==> src/rtl/input_conditioner.sv <==
`timescale 1ns/1ps
// -----------------------------------------------------------------------------
// input_conditioner
//   Synchronises and debounces the 10 slide switches and 4 pushbuttons feeding
//   the seven-segment digit decoder. Each of the 14 bits passes a 2-flop
//   synchroniser and then an independent debounce counter. The clean level
//   only changes after the synchronised input has differed from it for
//   DEBOUNCE_CYCLES consecutive clocks. Buttons also produce registered
//   one-cycle press/release pulses. The switch bank is checked for one-hot
//   and encoded.
//
// Ports
//   clk          system clock, rising edge
//   rst          asynchronous active-high reset
//   sw_raw       [9:0] slide switch pins (asynchronous)
//   btn_raw      [3:0] pushbutton pins (asynchronous, polarity per BTN_ACTIVE_LOW)
//   sw_clean     [9:0] debounced switch levels
//   btn_clean    [3:0] debounced button levels, 1 = pressed
//   btn_press    [3:0] one-cycle pulse when btn_clean[i] rises
//   btn_release  [3:0] one-cycle pulse when btn_clean[i] falls
//   sw_onehot    1 iff exactly one bit of sw_clean is set
//   sw_index     [3:0] index of the set switch when sw_onehot, else 4'hF
// -----------------------------------------------------------------------------
module input_conditioner #(
    parameter int DEBOUNCE_CYCLES = 500000,
    parameter int BTN_ACTIVE_LOW  = 0,
    parameter int CNT_W           = $clog2(DEBOUNCE_CYCLES + 1)
) (
    input  logic       clk,
    input  logic       rst,
    input  logic [9:0] sw_raw,
    input  logic [3:0] btn_raw,
    output logic [9:0] sw_clean,
    output logic [3:0] btn_clean,
    output logic [3:0] btn_press,
    output logic [3:0] btn_release,
    output logic       sw_onehot,
    output logic [3:0] sw_index
);

    localparam int               NCH      = 14;
    localparam logic [CNT_W-1:0] CNT_LAST = CNT_W'(DEBOUNCE_CYCLES - 1);
    localparam logic [3:0]       BTN_INV  = (BTN_ACTIVE_LOW != 0) ? 4'hF : 4'h0;

    logic [NCH-1:0]   raw_in;
    logic [NCH-1:0]   sync_p0;
    logic [NCH-1:0]   sync_p1;
    logic [NCH-1:0]   clean_p2;
    logic [CNT_W-1:0] cnt_p2 [NCH];
    logic [NCH-1:0]   flip;

    // Buttons are normalised to active-high before synchronisation so that
    // everything downstream is polarity-agnostic. Buttons occupy bits 13:10.
    assign raw_in = {btn_raw ^ BTN_INV, sw_raw};

    // A channel commits its new level on the edge where the counter has
    // already seen DEBOUNCE_CYCLES-1 mismatching clocks and the input still
    // disagrees; that edge is the DEBOUNCE_CYCLES-th consecutive mismatch.
    always_comb begin
        flip = '0;
        for (int i = 0; i < NCH; i++) begin
            flip[i] = (sync_p1[i] != clean_p2[i]) && (cnt_p2[i] == CNT_LAST);
        end
    end

    always_ff @(posedge clk or posedge rst) begin
        if (rst) begin
            sync_p0     <= '0;
            sync_p1     <= '0;
            clean_p2    <= '0;
            btn_press   <= '0;
            btn_release <= '0;
            for (int i = 0; i < NCH; i++) begin
                cnt_p2[i] <= '0;
            end
        end else begin
            // stage p0/p1: two-flop synchroniser
            sync_p0 <= raw_in;
            sync_p1 <= sync_p0;

            // stage p2: debounce; any agreement clears progress, counter
            // stops at CNT_LAST because the commit resets it
            for (int i = 0; i < NCH; i++) begin
                if (sync_p1[i] == clean_p2[i]) begin
                    cnt_p2[i] <= '0;
                end else if (flip[i]) begin
                    clean_p2[i] <= sync_p1[i];
                    cnt_p2[i]   <= '0;
                end else begin
                    cnt_p2[i] <= cnt_p2[i] + CNT_W'(1);
                end
            end

            // Pulses are registered alongside the commit so they coincide
            // with the first cycle btn_clean shows the new level.
            btn_press   <= flip[13:10] &  sync_p1[13:10];
            btn_release <= flip[13:10] & ~sync_p1[13:10];
        end
    end

    assign sw_clean  = clean_p2[9:0];
    assign btn_clean = clean_p2[13:10];

    // One-hot check and encode of the switch bank
    logic [3:0] ones;
    logic [3:0] idx;

    always_comb begin
        ones = 4'd0;
        idx  = 4'hF;
        for (int k = 0; k < 10; k++) begin
            if (sw_clean[k]) begin
                ones = ones + 4'd1;
                idx  = 4'(k);
            end
        end
        sw_onehot = (ones == 4'd1);
        sw_index  = (ones == 4'd1) ? idx : 4'hF;
    end

endmodule
==> config.mk <==
export PLATFORM = sky130hd
export DESIGN_NAME = input_conditioner
export DESIGN_NICKNAME = d
export VERILOG_FILES = /design/src/rtl/input_conditioner.sv
export SDC_FILE = /design/constraint.sdc
export NUM_CORES = 1
export LEC_CHECK = 0
export CAP_MARGIN = 5
export CORE_MARGIN = 4
export CORE_UTILIZATION = 50
export DETAILED_ROUTE_END_ITERATION = 10
export MAX_ROUTING_LAYER = met4
export PLACE_DENSITY = 0.77
export REMOVE_ABC_BUFFERS = 1
export SLEW_MARGIN = 20
export SYNTH_ARGS = -nofsm -noshare
export SYNTH_HDL_FRONTEND = slang
export SYNTH_SLANG_ARGS = --single-unit
==> constraint.sdc <==
create_clock -name clk -period 10.15 [get_ports clk]
set_input_delay 1.015 -clock clk [delete_from_list [all_inputs] [get_ports clk]]
set_output_delay 1.015 -clock clk [all_outputs]
set_load 0.005 [all_outputs]
* Word-level counts from Yosys, hierarchy flattened
Index checks and enable logic that the tools add are counted.
** Word-level totals
- Latch bits :: 0
- ROM bits :: 0
- Register bits :: 316
- RAM bits :: 0
- Logic and storage cells :: 192
- Memories kept :: 0
** Operators by class
- Add/sub/neg operators :: 23
- Div/mod/pow operators :: 0
- Multiplexer cells :: 49
- Reductions and logical operators :: 28
- Bitwise logic cells :: 17
- Shifts and indexed selects :: 0
- Magnitude comparators :: 0
- Multiply operators :: 0
- Equality and inequality tests :: 43
** Operators with widths (count)
- 19-bit two-way mux :: 28
- 19-bit by 1-bit adder with 19-bit output (second input constant) :: 14
- 19-bit equality test (second input constant) :: 14
- 4-bit two-way mux :: 19
- 4-bit by 1-bit adder with 4-bit output (second input constant) :: 8
- 2-bit AND reduction :: 14
- 1-bit equality test :: 14
- 1-bit logical AND :: 14
- 1-bit inequality test :: 14
- 1-bit NOT :: 14
- 4-bit bitwise AND :: 2
- 4-bit by 1-bit equality test with 1-bit output (second input constant) :: 1
- 4-bit NOT :: 1
- 1-bit by 1-bit adder with 2-bit output (second input constant) :: 1
- 2-bit two-way mux :: 1
- 1-bit two-way mux :: 1

* Longest topological paths before layout
- Depth after elaboration :: 21
- Gate-level depth with buffers :: 27
- Mapped depth without buffers :: 27

* Least setup slack after synthesis
Ideal clock, no wire load.
- Path kind :: reg2out
- Start :: register clean_p2[0]
- End :: output sw_onehot
- Stages on the path, launching flop included :: 27
- Setup slack :: 4193 ps
- Arrival time :: 4942 ps
- Buffers on the path :: 1
- Data required time :: 9135 ps
- Cells stage by stage :: dfrtp_1 -> inv_1 -> ha_1 -> clkbuf_2 -> xor2_1 -> ha_1 -> nand2_1 -> o21ai_0 -> ha_1 -> inv_1 -> a21oi_1 -> ha_1 -> nor2_1 -> o32ai_1 -> ha_1 -> mux2_2 -> ha_1 -> mux2_2 -> ha_1 -> inv_1 -> a21oi_1 -> ha_1 -> nand2_1 -> mux2i_1 -> a21oi_1 -> o21ai_1 -> and3_1
** Between the ends
- Word-level cells in the longest chain between the ends :: 20
** RTL lines
- start, declared :: RTL line 48 : logic [NCH-1:0] clean_p2;
- start signal, assigned by index :: RTL line 87 : clean_p2[i] <= sync_p1[i];
- 1-bit two-way mux (*) :: RTL line 112 : if (sw_clean[k]) begin
- 1-bit by 1-bit adder with 2-bit output :: RTL line 113 : ones = ones + 4'd1;
- 2-bit two-way mux (*) :: RTL line 112
- 4-bit by 1-bit adder with 4-bit output :: RTL line 113
- 4-bit two-way mux (*) :: RTL line 112
- 4-bit by 1-bit adder with 4-bit output :: RTL line 113
- 4-bit two-way mux (*) :: RTL line 112
- 4-bit by 1-bit adder with 4-bit output :: RTL line 113
- [4 not listed]
- 4-bit two-way mux (*) :: RTL line 112
- 4-bit by 1-bit adder with 4-bit output :: RTL line 113
- 4-bit two-way mux (*) :: RTL line 112
- 4-bit by 1-bit adder with 4-bit output :: RTL line 113
- 4-bit two-way mux (*) :: RTL line 112
- 4-bit by 1-bit adder with 4-bit output :: RTL line 113
- 4-bit two-way mux (*) :: RTL line 112
- 4-bit by 1-bit equality test with 1-bit output (*) :: RTL line 117 : sw_onehot = (ones == 4'd1);
- end, declared :: RTL line 37 : output logic sw_onehot,
Mark *: on every way between the ends. The rest lies on a longest branch, timed or not.

* Final worst setup path
Same ends and word-level chain as after synthesis.

==> run_results.csv <==
group,metric,value,unit
sta,slew_headroom,0.381,
final_layout,fin_nets,1593,
yosys,netlist_area,0.0150,mm²
yosys,yosys.area_share.simple,0.243,
final_layout,diodes,0,
sta,worst_pin_slew,0.929,ns
pwr,comb_power_share,0.029,
placement,pre_cts_ws,3.25,ns
clock_tree,numCtsBuffers,35,
clock_tree,cts_sinks,316,
clock_tree,cts_resized,0,
sta,timing.final.crit_share,0.739,
route,highest_layer,"met4",
grt,track_usage,0.170,
worst_setup_path,reg2reg_depth,5,
grt,antenna_found_initial,0,
yosys,synth_edf_count,0,
sta,setup_viol,0,
yosys,yosys_register_bits,316,
sta,worst_slack,2.65,ns
worst_setup_path,cp.arrival,6.49,ns
placement,post-dp-hpwl,17900,µm
placement,gp_congestion,0.814,
final_layout,final_core_util,0.572,
grt,grt_pass1_vias,10400,
worst_setup_path,crit_path_max_fanout,7,
yosys,synth_xor_area_frac,0.155,
clock_tree,path_clk_slew,0.06,ns
floorplanning,core-area,0.0296,mm²
route,wl_met2,13100,µm
yosys,synth_fa_ha_area_frac,0.0201,
clock_tree,clock_latency,0.50,ns
sta,slew_viol_final,0,
floorplanning,die_w,181,µm
grt,grt_pass1_wl,47400,µm
route,routedWlPerCell,13.7,µm
worst_setup_path,cp-end-kind,"output port",
yosys,synth_cell_types,51,
worst_setup_path,required,9.14,ns
hold_path,hold_start,"sync_p0[11]",
sta,fmax,133,MHz
yosys,postSynthAreaPerCell,9.90,µm²
floorplanning,die_area,0.0328,mm²
route,drtIter0Drc,543,
route,drt_first_pass_iters,4,
sta,whs,0.348,ns
yosys,yosysWarnings,0,
final_layout,drive_above_1_share,0.0559,
floorplanning,io_pins,43,
yosys,synth_top_family_by_area,"simple AND/OR/NAND/NOR gates",
clock_tree,ctsHoldBuffers,0,
pwr,switching_share,0.208,
pwr,p_seq_frac,0.486,
worst_setup_path,r2r-start,"sync_p1[11]",
yosys,synth_compound_area_frac,0.0248,
route,wl,27000,µm
clock_tree,htreeDepth,2,
grt,overflow,0,
clock_tree,post-cts-setup-buffers,0,
hold_path,hold_depth,0,
sta,fin_setup_tns,0,ns
worst_setup_path,worstSetupStartpointType,"flip-flop",
route,antenna_left,0,
run,drv_cap,0,
floorplanning,die_y,181,µm
yosys,synthMuxAreaShare,0.00736,
worst_setup_path,reg2reg_slack,7.79,ns
placement,port_buffers,42,
status,status,"finished, final reports clean",
floorplanning,floorplan.initialDensity,0.506,
sta,fin_skew,0.0120,ns
pwr,power.internal,2.11,mW
pwr,powerDensity,158,mW/mm²
grt,grt_max_degree,103,
pwr,peakVddDrop,138,µV
pwr,finalPower,2.67,mW
hold_path,hp-class,"flip-flop to flip-flop",
route,wl_met3,899,µm
route,viasPerCell,5.29,
sta,rsz0062_at_grt,"no",
yosys,synth_ff_type,"dfrtp_1",
worst_setup_path,reg2reg_to,"cnt_p2[56]",
pwr,p_switching,0.554,mW
clock_tree,cts_tree,"built",
floorplanning,std_cell_rows,63,
yosys,yosysSeqAreaShare,0.529,
clock_tree,cts_root_buf,"clkbuf_16",
route,vias,10400,
clock_tree,clockBufferDepth,3,
pwr,pwr-share-clk,0.486,
yosys,netlist_instances,1511,
route,post-route-drc-count,0,
yosys,async_flop_share,1.00,
hold_path,worstHoldEndpoint,"sync_p1[11]",
route,wl_met1,12500,µm
worst_setup_path,crit_type,"flip-flop to output port",
final_layout,area_growth,13.1,%
sta,fin_crit,7.50,ns
sta,final_hold_viol_count,0,
pwr,p_leak,7.34,nW
==> layout by cell type (no fill, tap or decap), types with 11 or more instances in the layout <==
master / n
or3_1: 15
nor4_1: 26
clkdlybuf4s50_1: 42
inv_1: 37
nor3_1: 11
nor2_1: 313
nand4_1: 34
a21oi_1: 22
and4_1: 23
dfrtp_1: 316
and3_1: 42
xor2_1: 145
o21ai_0: 25
nand3_1: 131
clkbuf_16: 37
nor4b_1: 11
ha_1: 24
xnor2_1: 106
or2_2: 12
nand2_1: 109
==> worst max path at each step <==
stage / start / to / slack, ns / cells past startpoint
after CTS: clean_p2[0] / sw_onehot / 2.65 / 26
after global placement: clean_p2[0] / sw_onehot / 3.45 / 26
after floorplan: rst / btn_press[0] / 0.39 / 1
final: clean_p2[0] / sw_onehot / 2.65 / 26
after global routing: clean_p2[1] / sw_onehot / 2.11 / 28
after detailed placement: clean_p2[0] / sw_onehot / 3.25 / 26
==> layout make-up <==
type                            instances  area, µm²
Clock buffer                           49       1040
Timing Repair Buffer                   45        443
Tap cell                              390        488
Inverter                               38        150
Clock inverter                          9        148
Fill cell                            2461      12600
Sequential cell                       316       7910
Multi-Input combinational cell       1117       6740
==> Yosys cell counts, drive strengths merged (8+ instances only) <==
| master | number | area share |
|---|---|---|
| buf | 8 | 0.0031 |
| nand3b | 9 | 0.0045 |
| inv | 38 | 0.0095 |
| nor4b | 11 | 0.0064 |
| nor4 | 26 | 0.011 |
| nand4 | 34 | 0.014 |
| clkbuf | 32 | 0.0081 |
| o21ai | 26 | 0.0087 |
| nor3 | 11 | 0.0037 |
| xnor2 | 110 | 0.066 |
| xor2 | 147 | 0.087 |
| and3 | 42 | 0.018 |
| and2 | 9 | 0.0038 |
| dfrtp | 316 | 0.53 |
| ha | 24 | 0.020 |
| nand2 | 109 | 0.027 |
| or2 | 12 | 0.0050 |
| nand3 | 131 | 0.044 |
| or3 | 15 | 0.0063 |
| a21oi | 22 | 0.0074 |
| and4 | 23 | 0.013 |
| nor2 | 314 | 0.079 |
| mux2 | 8 | 0.0060 |
| nor2b | 8 | 0.0033 |
==> worst max-delay path, stage by stage (launching register included) <==
cell and delay, ns:
dfrtp_1 0.43, inv_1 0.09, ha_1 0.39, xor2_1 0.18, ha_1 0.33, nand2_1 0.11, o21ai_0 0.13, ha_1 0.33
inv_1 0.10, a21oi_1 0.08, ha_1 0.34, nor2_1 0.05, o32ai_1 0.24, ha_1 0.33, mux2_2 0.29, ha_1 0.27
mux2_2 0.29, ha_1 0.31, inv_1 0.05, a21oi_1 0.16, ha_1 0.21, nand2_1 0.07, mux2i_1 0.14, a21oi_1 0.08
o21ai_1 0.30, and3_1 0.20, clkdlybuf4s50_1 0.49
==> power by group through the flow <==
stage / combinational (mW) / sequential, mW / clock (mW)
5_1_grt: 0.0894 / 1.30 / 1.39
3_5_place_dp: 0.0787 / 1.32 / 0
3_3_place_gp: 0.0771 / 1.32 / 0
4_1_cts: 0.0796 / 1.30 / 1.33
2_1_floorplan: 0.0544 / 1.32 / 0
6_report: 0.0761 / 1.30 / 1.30
==> layer usage <==
metal	GRT usage	up-vias
met5	-	-
met4	0.0438	0
met3	0.0288	44
met2	0.275	122
met1	0.227	5083
li1	-	5138
==> metrics by stage <==
step | std cells | instance area (µm²)
after floorplan | 1471 | 14800
after global placement | 1906 | 15700
after detailed placement | 1906 | 15700
after CTS | 1964 | 16900
after global routing | 1964 | 16900
final | 1964 | 16900
==> logic make-up after synthesis <==
family / Yosys count
compound gates: 64
flops: 316
buf+inv: 78
mux: 10
fa+ha+maj: 24
simple gates: 761
xor+xnor: 258
==> sequential cells by signal, summed over array words and instances (netlist names) <==
| name | flops |
|---|---|
| cnt_p2 | 266 |
| sync_p1 | 14 |
| btn_release | 4 |
| clean_p2 | 14 |
| sync_p0 | 14 |
| btn_press | 4 |
Power figures use the tool's default switching activity.
